### src/rtl/pipe_fp16_result_collect_if.sv
// Lane-side and output-side signals of the fp16 div/sqrt result collector.
// The slave modport is the collector; the master modport is the lane array plus the consumer.
interface pipe_fp16_result_collect_if #(
  parameter int NUM_LANES = 5,
  parameter int WIDTH     = 16,
  parameter int STATUS_W  = 5
) ();
  localparam int PTR_W = $clog2(NUM_LANES);

  logic                          flush_i;
  logic [NUM_LANES-1:0]          lane_valid_i;
  logic [NUM_LANES*WIDTH-1:0]    lane_result_i;
  logic [NUM_LANES*STATUS_W-1:0] lane_status_i;
  logic [NUM_LANES-1:0]          lane_ready_o;
  logic                          out_valid_o;
  logic                          out_ready_i;
  logic [WIDTH-1:0]              out_result_o;
  logic [STATUS_W-1:0]           out_status_o;
  logic [PTR_W-1:0]              out_lane_o;
  logic [PTR_W:0]                pending_o;
  logic                          overflow_o;

  modport slave (
    input  flush_i, lane_valid_i, lane_result_i, lane_status_i, out_ready_i,
    output lane_ready_o, out_valid_o, out_result_o, out_status_o, out_lane_o,
           pending_o, overflow_o
  );

  modport master (
    output flush_i, lane_valid_i, lane_result_i, lane_status_i, out_ready_i,
    input  lane_ready_o, out_valid_o, out_result_o, out_status_o, out_lane_o,
           pending_o, overflow_o
  );
endinterface

### src/rtl/pipe_fp16_result_collect.sv
// One-entry slot per lane, re-serialised in lane-rotation order; lane-to-output latency is one cycle.
// A lane is stalled while its slot is full unless the slot drains that same cycle; excess results raise sticky overflow.
module pipe_fp16_result_collect #(
  parameter int NUM_LANES = 5,
  parameter int WIDTH     = 16,
  parameter int STATUS_W  = 5,
  localparam int PTR_W    = $clog2(NUM_LANES)
) (
  input logic                          CLK_i,
  input logic                          RST_i,
  pipe_fp16_result_collect_if.slave    bus
);

  logic [NUM_LANES-1:0]                slot_full_q, slot_full_d;
  logic [NUM_LANES-1:0][WIDTH-1:0]     slot_res_q, slot_res_d;
  logic [NUM_LANES-1:0][STATUS_W-1:0]  slot_sts_q, slot_sts_d;
  logic [PTR_W-1:0]                    ptr_q, ptr_d;
  logic                                overflow_q, overflow_d;
  logic [PTR_W:0]                      pending_q, pending_d;
  logic                                drain;
  logic [NUM_LANES-1:0]                lane_ready;

  // A slot being drained this cycle can be refilled in the same cycle.
  always_comb begin
    drain = slot_full_q[ptr_q] & bus.out_ready_i;
    for (int i = 0; i < NUM_LANES; i++) begin
      lane_ready[i] = ~slot_full_q[i] | (drain & (ptr_q == PTR_W'(i)));
    end
  end

  always_comb begin
    slot_full_d = slot_full_q;
    slot_res_d  = slot_res_q;
    slot_sts_d  = slot_sts_q;
    ptr_d       = ptr_q;
    overflow_d  = overflow_q | (|(bus.lane_valid_i & ~lane_ready));

    if (drain) begin
      slot_full_d[ptr_q] = 1'b0;
      ptr_d = (ptr_q == PTR_W'(NUM_LANES - 1)) ? '0 : ptr_q + 1'b1;
    end

    for (int i = 0; i < NUM_LANES; i++) begin
      if (bus.lane_valid_i[i] & lane_ready[i]) begin
        slot_full_d[i] = 1'b1;
        slot_res_d[i]  = bus.lane_result_i[i*WIDTH +: WIDTH];
        slot_sts_d[i]  = bus.lane_status_i[i*STATUS_W +: STATUS_W];
      end
    end

    // Flush discards same-cycle lane traffic, so it cannot raise overflow either.
    if (bus.flush_i) begin
      slot_full_d = '0;
      slot_res_d  = '0;
      slot_sts_d  = '0;
      ptr_d       = '0;
      overflow_d  = overflow_q;
    end

    pending_d = '0;
    for (int i = 0; i < NUM_LANES; i++) begin
      pending_d = pending_d + (PTR_W+1)'(slot_full_d[i]);
    end
  end

  always_ff @(posedge CLK_i) begin
    if (RST_i) begin
      slot_full_q <= '0;
      slot_res_q  <= '0;
      slot_sts_q  <= '0;
      ptr_q       <= '0;
      overflow_q  <= 1'b0;
      pending_q   <= '0;
    end else begin
      slot_full_q <= slot_full_d;
      slot_res_q  <= slot_res_d;
      slot_sts_q  <= slot_sts_d;
      ptr_q       <= ptr_d;
      overflow_q  <= overflow_d;
      pending_q   <= pending_d;
    end
  end

  assign bus.lane_ready_o = lane_ready;
  assign bus.out_valid_o  = slot_full_q[ptr_q];
  assign bus.out_result_o = slot_res_q[ptr_q];
  assign bus.out_status_o = slot_sts_q[ptr_q];
  assign bus.out_lane_o   = ptr_q;
  assign bus.pending_o    = pending_q;
  assign bus.overflow_o   = overflow_q;

endmodule

### src/flat_wrapper.sv
// flat-port wrapper written by rule: the top's interface ports become plain ports
module pipe_fp16_result_collect_flat 
#(
  parameter int NUM_LANES = 5,
  parameter int WIDTH     = 16,
  parameter int STATUS_W  = 5,
  localparam int PTR_W    = $clog2(NUM_LANES)
)
  (CLK_i, RST_i, bus_flush_i, bus_lane_valid_i, bus_lane_result_i, bus_lane_status_i, bus_out_ready_i, bus_lane_ready_o, bus_out_valid_o, bus_out_result_o, bus_out_status_o, bus_out_lane_o, bus_pending_o, bus_overflow_o);
  pipe_fp16_result_collect_if #(.NUM_LANES(NUM_LANES), .WIDTH(WIDTH), .STATUS_W(STATUS_W)) bus_i ();
  input logic CLK_i;
  input logic RST_i;
  input wire logic [$bits(bus_i.flush_i)-1:0] bus_flush_i;
  input wire logic [$bits(bus_i.lane_valid_i)-1:0] bus_lane_valid_i;
  input wire logic [$bits(bus_i.lane_result_i)-1:0] bus_lane_result_i;
  input wire logic [$bits(bus_i.lane_status_i)-1:0] bus_lane_status_i;
  input wire logic [$bits(bus_i.out_ready_i)-1:0] bus_out_ready_i;
  output wire logic [$bits(bus_i.lane_ready_o)-1:0] bus_lane_ready_o;
  output wire logic [$bits(bus_i.out_valid_o)-1:0] bus_out_valid_o;
  output wire logic [$bits(bus_i.out_result_o)-1:0] bus_out_result_o;
  output wire logic [$bits(bus_i.out_status_o)-1:0] bus_out_status_o;
  output wire logic [$bits(bus_i.out_lane_o)-1:0] bus_out_lane_o;
  output wire logic [$bits(bus_i.pending_o)-1:0] bus_pending_o;
  output wire logic [$bits(bus_i.overflow_o)-1:0] bus_overflow_o;
  assign bus_i.flush_i = bus_flush_i;
  assign bus_i.lane_valid_i = bus_lane_valid_i;
  assign bus_i.lane_result_i = bus_lane_result_i;
  assign bus_i.lane_status_i = bus_lane_status_i;
  assign bus_i.out_ready_i = bus_out_ready_i;
  assign bus_lane_ready_o = bus_i.lane_ready_o;
  assign bus_out_valid_o = bus_i.out_valid_o;
  assign bus_out_result_o = bus_i.out_result_o;
  assign bus_out_status_o = bus_i.out_status_o;
  assign bus_out_lane_o = bus_i.out_lane_o;
  assign bus_pending_o = bus_i.pending_o;
  assign bus_overflow_o = bus_i.overflow_o;
  pipe_fp16_result_collect #(.NUM_LANES(NUM_LANES), .WIDTH(WIDTH), .STATUS_W(STATUS_W)) u_core (.CLK_i(CLK_i), .RST_i(RST_i), .bus(bus_i));
endmodule
### config.mk
export PLATFORM = sky130hd
export DESIGN_NAME = pipe_fp16_result_collect_flat
export DESIGN_NICKNAME = d
export VERILOG_FILES = /design/src/rtl/pipe_fp16_result_collect_if.sv /design/src/rtl/pipe_fp16_result_collect.sv /design/src/flat_wrapper.sv
export SDC_FILE = /design/constraint.sdc
export NUM_CORES = 1
export LEC_CHECK = 0
export ABC_AREA = 1
export CORE_MARGIN = 2
export CORE_UTILIZATION = 44
export CTS_CLUSTER_DIAMETER = 100
export DETAILED_ROUTE_END_ITERATION = 10
export PLACE_DENSITY = 0.77
export SYNTH_ARGS = -nofsm -noshare
export SYNTH_HDL_FRONTEND = slang
export SYNTH_SLANG_ARGS = --single-unit
### constraint.sdc
create_clock -name CLK_i -period 2.8 [get_ports CLK_i]
set_input_delay 0.7 -clock CLK_i [delete_from_list [all_inputs] [get_ports CLK_i]]
set_output_delay 0.7 -clock CLK_i [all_outputs]
set_load 0.03 [all_outputs]
Word-level counts from Yosys, hierarchy flattened
Index checks and enable logic that the tools add are counted.
Storage, ports and cells
  ROM bits: 0
  RAM bits: 0
  bits in latches: 0
  register bits after elaboration: 118
  memories kept: 0
Cells by class
  shifts and indexed selects: 0
  reductions and logical operators: 4
  add/subtract/negate cells: 5
  order comparisons: 2
  mux-type cells: 16
  eq/ne operators: 4
  $mul: 0
  div/mod/pow operators: 0
  bitwise operators: 26
Operator list (number)
  binary-select mux 16 bit (select 3 bit): 1
  two-way mux 16 bit: 1
  binary-select mux 5 bit (select 3 bit): 1
  two-way mux 5 bit: 3
  adder 4 x 1 -> 4 bit: 3
  AND 1 bit: 11
  AND 5 bit: 2
  inverter 5 bit: 2
  two-way mux 1 bit: 7
  equality test 3 x 2 -> 1 bit, second input constant: 2
  OR 1 bit: 6
  inverter 1 bit: 5
  OR reduction 5 bit: 1
  less-than comparator 3 x 4 -> 1 bit, second input constant: 1
  adder 3 x 1 -> 3 bit, second input constant: 1
  binary-select mux 1 bit (select 3 bit): 1
  demux 1 bit (select 3 bit): 1
  equality test 3 x 1 -> 1 bit, second input constant: 1
  equality test 3 bit, second input constant: 1
  greater-or-equal comparator 3 x 1 -> 1 bit, second input constant: 1
  zero test 3 bit: 1
  two-way mux 3 bit: 1
  adder 1 x 1 -> 2 bit: 1
  OR reduction 2 bit: 1
  logical AND 1 bit: 1

Depth between registers and ports, before layout
  depth after elaboration: 13
  depth in mapped cells: 21
  gate-level depth less buffers: 21

Worst setup path before layout
Ideal clock, no wire load.
  path type: register to register
  start point: register u_core.ptr_q[0], in the netlist u_core.bus.out_lane_o[0]
  end point: register u_core.pending_q[1], in the netlist u_core.bus.pending_o[1]
  cell stages (with the launch flop): 22
  buffers on the path: 0
  setup time: 0.064 ns
  arrival: 3.191 ns
  slack: -0.455 ns
  path through: dfxtp_1 -> inv_2 -> nand2_1 -> nand2_1 -> nand2_1 -> nand2_2 -> inv_4 -> nand2_8 -> nand3_4 -> nand2_2 -> nand2_4 -> nand2_1 -> inv_1 -> nor2_1 -> ha_1 -> inv_1 -> fa_1 -> inv_1 -> ha_1 -> fa_1 -> inv_1 -> nor2_1
RTL lines
  start: declaration: RTL line pipe_fp16_result_collect.sv:17  | logic [PTR_W-1:0] ptr_q, ptr_d;
  start signal: assignment: RTL line pipe_fp16_result_collect.sv:78  | ptr_q <= ptr_d;
  binary-select mux 1 bit (select 3 bit)
  two-way mux 1 bit
  named net bus_out_valid_o: RTL line flat_wrapper.sv:19  | output wire logic [$bits(bus_i.out_valid_o)-1:0] bus_out_valid_o;
  AND 1 bit: RTL line pipe_fp16_result_collect.sv:25  | drain = slot_full_q[ptr_q] & bus.out_ready_i;
  AND 1 bit: RTL line pipe_fp16_result_collect.sv:27  | lane_ready[i] = ~slot_full_q[i] | (drain & (ptr_q == PTR_W'(i)));
  OR 1 bit: RTL line pipe_fp16_result_collect.sv:27
  named net bus_lane_ready_o[0]: RTL line flat_wrapper.sv:18  | output wire logic [$bits(bus_i.lane_ready_o)-1:0] bus_lane_ready_o;
  AND 1 bit: RTL line pipe_fp16_result_collect.sv:44  | if (bus.lane_valid_i[i] & lane_ready[i]) begin
  two-way mux 1 bit: RTL line pipe_fp16_result_collect.sv:44
  two-way mux 5 bit: RTL line pipe_fp16_result_collect.sv:52  | if (bus.flush_i) begin
  named net u_core.slot_full_d[0]: RTL line pipe_fp16_result_collect.sv:14  | logic [NUM_LANES-1:0] slot_full_q, slot_full_d;
  adder 1 x 1 -> 2 bit: RTL line pipe_fp16_result_collect.sv:62  | pending_d = pending_d + (PTR_W+1)'(slot_full_d[i]);
  adder 4 x 1 -> 4 bit (3 in series): RTL line pipe_fp16_result_collect.sv:62
  named net u_core.pending_d[1]: RTL line pipe_fp16_result_collect.sv:19  | logic [PTR_W:0] pending_q, pending_d;
  end signal: assignment: RTL line pipe_fp16_result_collect.sv:80  | pending_q <= pending_d;
  end: declaration: RTL line pipe_fp16_result_collect.sv:19
The timed path passes the listed nets, and every way through them passes these cells. The select of a mux whose other input is x is not followed.
A chain may end at the register's enable or synchronous reset.

Worst setup path after layout
  start point: register u_core.ptr_q[0], in the netlist u_core.bus.out_lane_o[0]
  end point: register u_core.pending_q[1], in the netlist u_core.bus.pending_o[1]
Between the ends
  longest elaborated chain between the ends: 13
Ends and longest elaborated chain
  less-than comparator 3 x 4 -> 1 bit (not written as such) or greater-or-equal comparator 3 x 1 -> 1 bit (tied branches): RTL line pipe_fp16_result_collect.sv:39  | slot_full_d[ptr_q] = 1'b0;
  logical AND 1 bit (not written as such): RTL line pipe_fp16_result_collect.sv:39
  two-way mux 1 bit (not written as such): RTL line pipe_fp16_result_collect.sv:39
  demux 1 bit (select 3 bit)
  inverter 5 bit (no source line)
  AND 5 bit (no source line)
  two-way mux 5 bit: RTL line pipe_fp16_result_collect.sv:38  | if (drain) begin
  two-way mux 1 bit *: RTL line pipe_fp16_result_collect.sv:44
  two-way mux 5 bit *: RTL line pipe_fp16_result_collect.sv:52
  named net u_core.slot_full_d[0]: RTL line pipe_fp16_result_collect.sv:14
  adder 1 x 1 -> 2 bit *: RTL line pipe_fp16_result_collect.sv:62
  adder 4 x 1 -> 4 bit * (3 in series): RTL line pipe_fp16_result_collect.sv:62
  named net u_core.pending_d[1]: RTL line pipe_fp16_result_collect.sv:19
Mark *: on every way through the listed nets, which the timed path passes. The rest lies on a longest branch. The select of a mux whose other input is x is not followed.

==> results.md <==
* Worst-path clk slew at about 0.050 ns
* Vias per inst at 5.01
* Slowest stage delay, CP at 0.48 ns
* Cell depth of the worst flop-to-flop path at 20
* Met3 Usage GRT at 4.64%
* Sw Pwr at 0.00120 W
* RR Endpoint: u_core.bus.pending_o[1]$_SDFF_PP0_
* Drc violations at 0
* Yosys cell types at 29
* Final ANT Viol Nets at 0
* P_int at 0.00364 W
* I/O pins at 149
* Setup-failing EPs final at 2
* First-pass GRT wire length at 25000 um
* Worst vdd ir at 0.339 mV
* Gate power share at 15.0%
* Final hold violation count at 0
* Fin. max-slew vios at 0
* Dominant cells by area after synthesis: dfxtp_1, nor2_1, o21ai_1, nand2_1, nor2_2
* Core Rows at 40
* Die W at 115 um
* Area grow syn2layout at 49.8%
* Storage element area at 2350 sq um
* Share of cells above drive strength 1 at between 20% and 30%
* Worst-path cell chain: inv_6 -> nand2_1 -> nand2_1 -> nand2_1 -> nand2_2 -> inv_4 -> nand2_8 -> nand2_4 -> o21ai_2 -> nand2_2 -> inv_2 -> nor2_1 -> ha_1 -> inv_1 -> fa_1 -> inv_1 -> ha_2 -> fa_1 -> inv_1 -> nor2_1
* # port buffers at approximately 150
* Routability cong. at ~0.87
* Hold Crit Class: flop to flop
* Post-Syn Nets at approximately 840
* Crit start category: flop
* Flops & latches, synth at 117
* Critical Path End Type: flop
* Sequential area share after synthesis at 43.3%
* Fin cells at 1064
* Cells after Synth at a little over 700
* Post-DP HPWL at 11100 um
* Die Ht at 115 um
* Crit. path cell count at 20
* CTS tree: done
* Clock Sinks at 117
* Critical Path AT at ~3.2 ns
* WP data required at 3.14 ns
* Critical path peak fanout at 7
* DR iter-0 viols at 396
* Outcome: complete, but fails checks
* WL/cell at 15.4 um
* Setup_tns at -0.0700 ns
* Routed WL at 16400 um
* Post-Place Cells at 1013
* PD cells at 596 nW/um^2
* Via count at 5330
* WS Path Type: flop to flop
* Reg-to-reg startpoint: u_core.bus.out_lane_o[0]$_SDFFE_PP0P_
* Hold WS at 0.454 ns
* Mapped cell area at approximately 5400 sq um
* Htree depth at 4
* Antenna violations before repair at 0
* Maxcap violations at 0
* R2R setup slack at -0.04 ns
* Synth warn at 0
* Post-route cell area at 8110 sq um
* Core Footprint at around 12000 sq um
* CP top delay family: adder cells
* Starting density of the core at 45.1%
* Largest net degree at the start of global routing at 56
* Failing checks: negative setup slack
* Final Skew at 0.00493 ns
* GRT Max-Usage Layer: met2
* Tmin final at roughly 2.8 ns
* Fin crit share at 101%
* Grt met1 use at 33.0%
* Antenna cells at 0
* Gr usage total at between 20% and 30%
* Area occupied by multi-input gates at 2710 sq um
* GRT overflow at 0
* CTS max path bufs at 2
* Clk pwr share at 48.0%
* Die ar. at 13200 sq um
* Root buffer cell: clkbuf_16
* Slowest cell on the critical path: fa_1
* Final WS setup at -0.0395 ns
* Met2 Usage GRT at 38.5%
* Share of power burned in registers at a little under two fifths
* Leading area contributor after synthesis: dfxtp_1
* CP Launch Point: u_core.bus.out_lane_o[0]$_SDFFE_PP0P_
* Vias in the first global route at about 5100
* Clk Latency, worst-skew pair at ~0.41 ns
* Fill cells at a little under 1000
* Sw Share at 24.8%
* Worst Path Buf+Inv at 6
* Max frequency at 352 MHz
* TritonCTS buffer count at 17
* # hold bufs at CTS at 0
* Placed inst area at about 7200 sq um
* Worst setup path end: u_core.bus.pending_o[1]$_SDFF_PP0_
* Top cell type's share of synthesized area at 43.3%
* RSZ-0062 raised after global routing: true
* 1st-pass router iterations at 5
* Leak pwr at between 3 and 4 nW
* Syn avg cell area at 7.56 sq um
* Fin nets at 1027
cell families after synthesis:
group	count (synthesis)	share of synthesized area, %
adders and majority gates	9	2.36
and+or+nand+nor	340	30.1
other	1	0.0693
buffers and inverters	90	9.41
AOI/OAI and AO/OA	159	14.8
DFF	117	43.3
placed cells by master (no fill, tap or decap), types with 22 or more instances in the layout:
cell type	instances
a21oi_1	32
buf_4	67
clkdlybuf4s50_1	119
dfxtp_1	114
inv_1	34
nand2_1	83
nand4_1	22
nor2_1	159
nor2_2	42
o21ai_1	98
worst min-delay path by stage:
stage / from / endpoint / slack, ns / cells past startpoint
final: u_core.slot_res_q[49]$_SDFFE_PP0P_ / u_core.slot_res_q[49]$_SDFFE_PP0P_ / 0.45 / 2
after global routing: u_core.slot_sts_q[19]$_SDFFE_PP0P_ / u_core.slot_sts_q[19]$_SDFFE_PP0P_ / 0.46 / 2
after CTS: u_core.slot_sts_q[19]$_SDFFE_PP0P_ / u_core.slot_sts_q[19]$_SDFFE_PP0P_ / 0.45 / 2
after detailed placement: u_core.slot_sts_q[19]$_SDFFE_PP0P_ / u_core.slot_sts_q[19]$_SDFFE_PP0P_ / 0.45 / 2
after global placement: u_core.slot_res_q[61]$_SDFFE_PP0P_ / u_core.slot_res_q[61]$_SDFFE_PP0P_ / 0.44 / 2
after floorplan: u_core.slot_res_q[48]$_SDFFE_PP0P_ / u_core.slot_res_q[48]$_SDFFE_PP0P_ / 0.43 / 2
synthesized netlist by cell type:
master    instances
a211oi_1          1
a21oi_1          46
buf_12            4
buf_2             2
buf_4             9
buf_6             7
clkbuf_1         21
conb_1            1
dfxtp_1         117
fa_1              2
ha_1              7
inv_1            40
inv_2             4
inv_4             1
inv_8             2
nand2_1          88
nand2_2           4
nand2_4           6
nand2_8           3
nand3_1           8
nand3_4           3
nand3b_4          2
nand4_1          22
nor2_1          160
nor2_2           43
nor3_1            1
o21ai_0          13
o21ai_1          98
o21bai_1          1
through the flow:
step | worst slack [ns] | power [W] | util [%]
after global placement | -0.565 | 0.00250 | 60.0
final | -0.0395 | 0.00483 | 67.5
after CTS | -0.0329 | 0.00483 | 66.6
after global routing | -0.186 | 0.00499 | 67.5
after floorplan | -0.128 | 0.00220 | -
after detailed placement | -0.603 | 0.00251 | 60.0
worst reg2reg max path: stages (launching register included):
cell and delay, ns:
dfxtp_4 0.37, inv_6 0.08, nand2_1 0.05, nand2_1 0.06, nand2_1 0.06, nand2_2 0.07, inv_4 0.05, nand2_8 0.07
nand2_4 0.07, o21ai_2 0.14, nand2_2 0.06, inv_2 0.06, nor2_1 0.04, ha_1 0.27, inv_1 0.04, fa_1 0.47
inv_1 0.05, ha_2 0.17, fa_1 0.48, inv_1 0.04, nor2_1 0.08
registers in the layout, summed over array words and instances, names as in the netlist:
signal and count:
u_core.bus.out_lane_o 3, u_core.bus.overflow_o 1, u_core.slot_full_q 5, u_core.bus.pending_o 3, u_core.slot_res_q 80, u_core.slot_sts_q 25
repair_timing:
action | in CTS | in global routing
gates resized for setup | 36 | 45
buffers inserted | 16 | 2
pin swaps | 3 | 7
gates cloned | 0 | 1
endpoints found under the hold margin | 0 | 0
setup endpoints to repair | 15 | 23
per-layer routing:
| layer | part of all wire [%] | routed length [um] |
|---|---|---|
| met3 | 5.0 | 815 |
| met1 | 47 | 7720 |
| met5 | 0 | 0 |
| met2 | 45 | 7310 |
| met4 | 3.3 | 535 |
cell type report:
class / count / share of cell area [%]
inverters: 47 / 2.45
well taps: 147 / 2.27
repair buffers: 212 / 25.1
multi-input cells: 509 / 33.4
flip-flops and latches: 117 / 29.0
clock buffers: 21 / 5.69
clock inverters: 11 / 2.13
power groups by stage:
| stage | sequential [W] | clock [W] | combinational [W] |
|---|---|---|---|
| global placement | 0.00182 | 0 | 0.000680 |
| CTS | 0.00178 | 0.00233 | 0.000715 |
| finish | 0.00179 | 0.00232 | 0.000726 |
| floorplan | 0.00183 | 0 | 0.000369 |
| global route | 0.00179 | 0.00241 | 0.000787 |
| detailed placement | 0.00182 | 0 | 0.000686 |
(Power assumes the default switching activity.)
==> RTL change 1, RTL diff (config.mk and constraints unchanged) <==
Take the reset off `slot_res_q` and `pending_q` and load them in a clocked block of their own.
--- a/src/rtl/pipe_fp16_result_collect.sv
+++ b/src/rtl/pipe_fp16_result_collect.sv
@@ -67,17 +67,18 @@
     if (RST_i) begin
       slot_full_q <= '0;
-      slot_res_q  <= '0;
       slot_sts_q  <= '0;
       ptr_q       <= '0;
       overflow_q  <= 1'b0;
-      pending_q   <= '0;
     end else begin
       slot_full_q <= slot_full_d;
-      slot_res_q  <= slot_res_d;
       slot_sts_q  <= slot_sts_d;
       ptr_q       <= ptr_d;
       overflow_q  <= overflow_d;
-      pending_q   <= pending_d;
     end
+  end
+
+  always_ff @(posedge CLK_i) begin
+    slot_res_q <= slot_res_d;
+    pending_q  <= pending_d;
   end
 
Behaviour: not the same (Yosys sat finds a counterexample within 4 cycles, from zero or initial values and one cycle with RST_i high).
==> RTL change 1 against the original RTL <==
- final area decreased by 8.7%
- worst setup slack improved by 100 ps
- maximum frequency increased by 3.8%
- critical endpoint is now u_core.bus.pending_o[1]$_DFF_P_
- wire length down 2.2%
- sequential share of layout area up 2.8 points
- largest power group unchanged
- sequential cell count unchanged
- synthesized cell count fell by 3.4%
- power down 5.0%
- synthesized area decreased by 5.6%
==> RTL change 1: results (changes against the original RTL) <==
stage	metric	value	unit	change
worst_setup_path	startpoint of the most critical setup path	u_core.bus.out_lane_o[1]$_SDFFE_PP0P_		was u_core.bus.out_lane_o[0]$_SDFFE_PP0P_
worst_setup_path	R2R Path Start	u_core.bus.out_lane_o[1]$_SDFFE_PP0P_		was u_core.bus.out_lane_o[0]$_SDFFE_PP0P_
synthesis	most frequent cells after synthesis	sky130_fd_sc_hd__nor2_1 (206), sky130_fd_sc_hd__dfxtp_1 (117), sky130_fd_sc_hd__nand2_1 (103), sky130_fd_sc_hd__o21ai_0 (56), sky130_fd_sc_hd__o21ai_1 (45)		was sky130_fd_sc_hd__nor2_1 (160), sky130_fd_sc_hd__dfxtp_1 (117), sky130_fd_sc_hd__o21ai_1 (98), sky130_fd_sc_hd__nand2_1 (88), sky130_fd_sc_hd__a21oi_1 (46)
grt	met3 Use GR	0.0555		was 0.0464
detailed_routing	Vias/cell	5.10		was 5.01
synthesis	net count after synthesis	815		was 839
finish	fraction of layout cells with a size suffix above 1	0.170		was 0.244
synthesis	Seq/Total Area, Yosys	0.458		was 0.433
detailed_routing	routed length on met1	7150	um	was 7720 um
detailed_routing	metal3 WL	984	um	was 815 um
detailed_routing	Detailed Route WL	16000	um	was 16400 um
grt	global-route wire length before repair	25100	um	was 25000 um
worst_setup_path	Arr. time, crit path	3020	ps	was 3180 ps
worst_setup_path	FF-to-FF setup slack	60	ps	was -40 ps
worst_setup_path	highest fanout seen on the critical path	5		was 7
detailed_routing	violation count after the first detailed-route iteration	337		was 396
timing	min cycle time layout	2740	ps	was 2840 ps
placed_design	GPL Wtd Cong	0.919		was 0.871
min_path	critical hold path startpoint	u_core.bus.overflow_o$_SDFFE_PP0N_		was u_core.slot_res_q[49]$_SDFFE_PP0P_
run_status	result of the run	completed		was finished with violations
grt	met2 GRT Util	0.409		was 0.385
synthesis	adder-cell area share of the yosys netlist	0.0250		was 0.0236
timing	worst hold margin	465	ps	was 454 ps
timing	final setup skew	10.5	ps	was 4.93 ps
placed_design	worst slack, placed	-511	ps	was -603 ps
finish	post-layout net count	977		was 1027
RTL change 1: cell types whose count changed after synthesis, sizes merged:
| cell | delta |
|---|---|
| nand4 | -2 |
| nand3b | +1 |
| clkbuf | -1 |
| clkinv | +3 |
| nand3 | +2 |
| a22oi | +19 |
| a221o | +2 |
| a21oi | -34 |
| inv | -24 |
| nand2 | +16 |
| o21ai | -10 |
| nor2 | +4 |
RTL change 1: kinds of logic (layout without fill, tap and decap cells):
kind of cell,Yosys count,in the layout
flops,117,117
other cells,1,1
fa+ha+maj,9,9
simple gates,361,361
buf+inv,68,243
compound gates,136,136
RTL change 1: layout make-up:
class / count / area [um2]
Sequential cell: 117 / 2350
Inverter: 26 / 110
Clock inverter: 15 / 133
Timing Repair Buffer: 185 / 1730
Fill cell: 1015 / 3970
Multi-Input combinational cell: 507 / 2470
Tap cell: 143 / 179
Clock buffer: 17 / 425
RTL change 1: repair_timing:
item	CTS	global route
endpoints found under the setup margin	3	15
gates resized for setup	8	17
pin swaps	0	3
setup buffers	0	9
==> RTL change 2, RTL diff (same flow settings) <==
Without the edit above. `NUM_LANES` is set to 5 in 3 places; all go to 6.
--- a/src/rtl/pipe_fp16_result_collect_if.sv
+++ b/src/rtl/pipe_fp16_result_collect_if.sv
@@ -2,5 +2,5 @@
 // The slave modport is the collector; the master modport is the lane array plus the consumer.
 interface pipe_fp16_result_collect_if #(
-  parameter int NUM_LANES = 5,
+  parameter int NUM_LANES = 6,
   parameter int WIDTH     = 16,
   parameter int STATUS_W  = 5
--- a/src/rtl/pipe_fp16_result_collect.sv
+++ b/src/rtl/pipe_fp16_result_collect.sv
@@ -2,5 +2,5 @@
 // A lane is stalled while its slot is full unless the slot drains that same cycle; excess results raise sticky overflow.
 module pipe_fp16_result_collect #(
-  parameter int NUM_LANES = 5,
+  parameter int NUM_LANES = 6,
   parameter int WIDTH     = 16,
   parameter int STATUS_W  = 5,
--- a/src/flat_wrapper.sv
+++ b/src/flat_wrapper.sv
@@ -2,5 +2,5 @@
 module pipe_fp16_result_collect_flat 
 #(
-  parameter int NUM_LANES = 5,
+  parameter int NUM_LANES = 6,
   parameter int WIDTH     = 16,
   parameter int STATUS_W  = 5,
Ports: changed (resized bus_lane_ready_o, bus_lane_result_i, bus_lane_status_i and bus_lane_valid_i); port bits go from 149 to 172. No check against the original RTL was run, so the function may have changed too.
==> RTL change 2 against the original RTL <==
- the flow still finishes with violations (setup timing)
- critical path type unchanged
- die area is 12% higher
- via count grew 16%
- hold slack got worse by 3.0 ps
- count of clock-buffer cells in the layout increased by 5
- power is 3.4% higher
- highest routed layer unchanged
- wire length increased by 16%
- sequential cell count grew 22
- worst setup slack lost 37 ps
- clock power is 9.1% lower
- largest power group is now sequential cells
- synthesized area up 13%
- first-iteration DRC count up 58%
- final area increased by 6.9%
- combinational power increased by 5.8%
==> RTL change 2: results (changes against the original RTL) <==
stage	metric	value	unit	change
synthesis	adder-cell area share of the yosys netlist	0.0140		was 0.0236
synthesis	count of distinct cell types in the synthesized netlist	27		was 29
run_status	failing checks	setup timing		unchanged
finish	fraction of layout cells with a size suffix above 1	0.145		was 0.244
detailed_routing	violation count after the first detailed-route iteration	624		was 396
placed_design	port bufs	170		was 147
detailed_routing	DRT Pass-1 Iters	6		was 5
timing	final setup skew	5.62	ps	was 4.93 ps
worst_setup_path	Critical Path Slowest Stage Cell	sky130_fd_sc_hd__fa_2		was sky130_fd_sc_hd__fa_1
power_and_ir_drop	Combinational Power	0.768	mW	was 0.726 mW
worst_setup_path	R2R Path Start	u_core.slot_full_q[0]$_SDFF_PP0_		was u_core.bus.out_lane_o[0]$_SDFFE_PP0P_
timing	post-layout worst setup margin	-76.7	ps	was -39.5 ps
synthesis	average cell area after synthesis	7.32	um2	was 7.56 um2
grt	total routing usage reported by global routing	0.260		was 0.246
power_and_ir_drop	Cell Pwr Density	577	nW/um2	was 596 nW/um2
min_path	critical hold path startpoint	u_core.bus.overflow_o$_SDFFE_PP0N_		was u_core.slot_res_q[49]$_SDFFE_PP0P_
placed_design	GPL Wtd Cong	0.923		was 0.871
synthesis	top cells by area in the synthesized netlist	sky130_fd_sc_hd__dfxtp_1 (46%), sky130_fd_sc_hd__nor2_1 (16%), sky130_fd_sc_hd__o21ai_1 (8.2%), sky130_fd_sc_hd__nand3_1 (5.7%), sky130_fd_sc_hd__a22oi_1 (5.2%)		was sky130_fd_sc_hd__dfxtp_1 (43%), sky130_fd_sc_hd__nor2_1 (11%), sky130_fd_sc_hd__o21ai_1 (9.1%), sky130_fd_sc_hd__nand2_1 (6.1%), sky130_fd_sc_hd__nor2_2 (5.0%)
timing	total negative slack for setup checks	-76.7	ps	was -70.0 ps
clock_tree	Resized Gates After CTS	5		was 36
detailed_routing	detail-routed net length per standard cell	15.9	um	was 15.4 um
power_and_ir_drop	cell-internal power	3.73	mW	was 3.64 mW
worst_setup_path	Arr. time, crit path	3240	ps	was 3180 ps
timing	Final setup violation count	1		was 2
finish	# fillers	1241		was 975
power_and_ir_drop	P_leak	3.65	nW	was 3.35 nW
placed_design	worst slack, placed	-640	ps	was -603 ps
placed_design	Cells after DPL	1160		was 1013
run_status	result of the run	finished with violations		unchanged
grt	global-route wire length before repair	29600	um	was 25000 um
finish	biggest registers after layout	u_core.slot_res_q: 96 flops, u_core.slot_sts_q: 30 flops, u_core.slot_full_q: 6 flops		was u_core.slot_res_q: 80 flops, u_core.slot_sts_q: 25 flops, u_core.slot_full_q: 5 flops
power_and_ir_drop	maximum vdd ir drop	0.542	mV	was 0.339 mV
synthesis	post-synthesis compound-gate area fraction	0.166		was 0.148
RTL change 2: cell count changes after synthesis, moves of 6 or more:
cell and delta:
sky130_fd_sc_hd__a21oi_1 -37, sky130_fd_sc_hd__a22oi_1 +42, sky130_fd_sc_hd__buf_2 +13, sky130_fd_sc_hd__dfxtp_1 +22, sky130_fd_sc_hd__inv_1 -24, sky130_fd_sc_hd__nand2_1 -24
sky130_fd_sc_hd__nand2_2 +10, sky130_fd_sc_hd__nand2_4 -6, sky130_fd_sc_hd__nand3_1 +61, sky130_fd_sc_hd__nand4_1 -20, sky130_fd_sc_hd__nor2_1 +105, sky130_fd_sc_hd__nor2_2 -43
sky130_fd_sc_hd__o21ai_0 +16
RTL change 2: worst min-delay path, stage by stage (launching register included):
cell and delay (ps):
sky130_fd_sc_hd__dfxtp_1 300, sky130_fd_sc_hd__nand2_1 60, sky130_fd_sc_hd__nand2_1 50
RTL change 2: final timing paths:
check                                                           to  slack [ps]  cells after the start
worst max-delay path            u_core.bus.pending_o[1]$_SDFF_PP0_         -80                     15
worst min-delay path            u_core.bus.overflow_o$_SDFFE_PP0N_         450                      2
worst max register to register  u_core.bus.pending_o[1]$_SDFF_PP0_         -80                     15
worst min register to register  u_core.bus.overflow_o$_SDFFE_PP0N_         450                      2
RTL change 2: final cells by class:
cell class | instances | area (um2) | share of cell area
multi-input combinational | 610 | 2980 | 0.343
clock inverter | 6 | 32.5 | 0.00375
clock buffer | 26 | 531 | 0.0612
sequential | 139 | 2790 | 0.322
timing repair buffer | 208 | 2020 | 0.233
tap | 180 | 225 | 0.0260
inverter | 24 | 97.6 | 0.0113
RTL change 2: routing by layer:
layer,wire [um],track usage,vias to the layer above
li1,-,-,3096
met1,8350,0.345,2855
met2,9040,0.422,212
met3,1090,0.0459,40
met4,520,0.104,0
met5,0,0,-
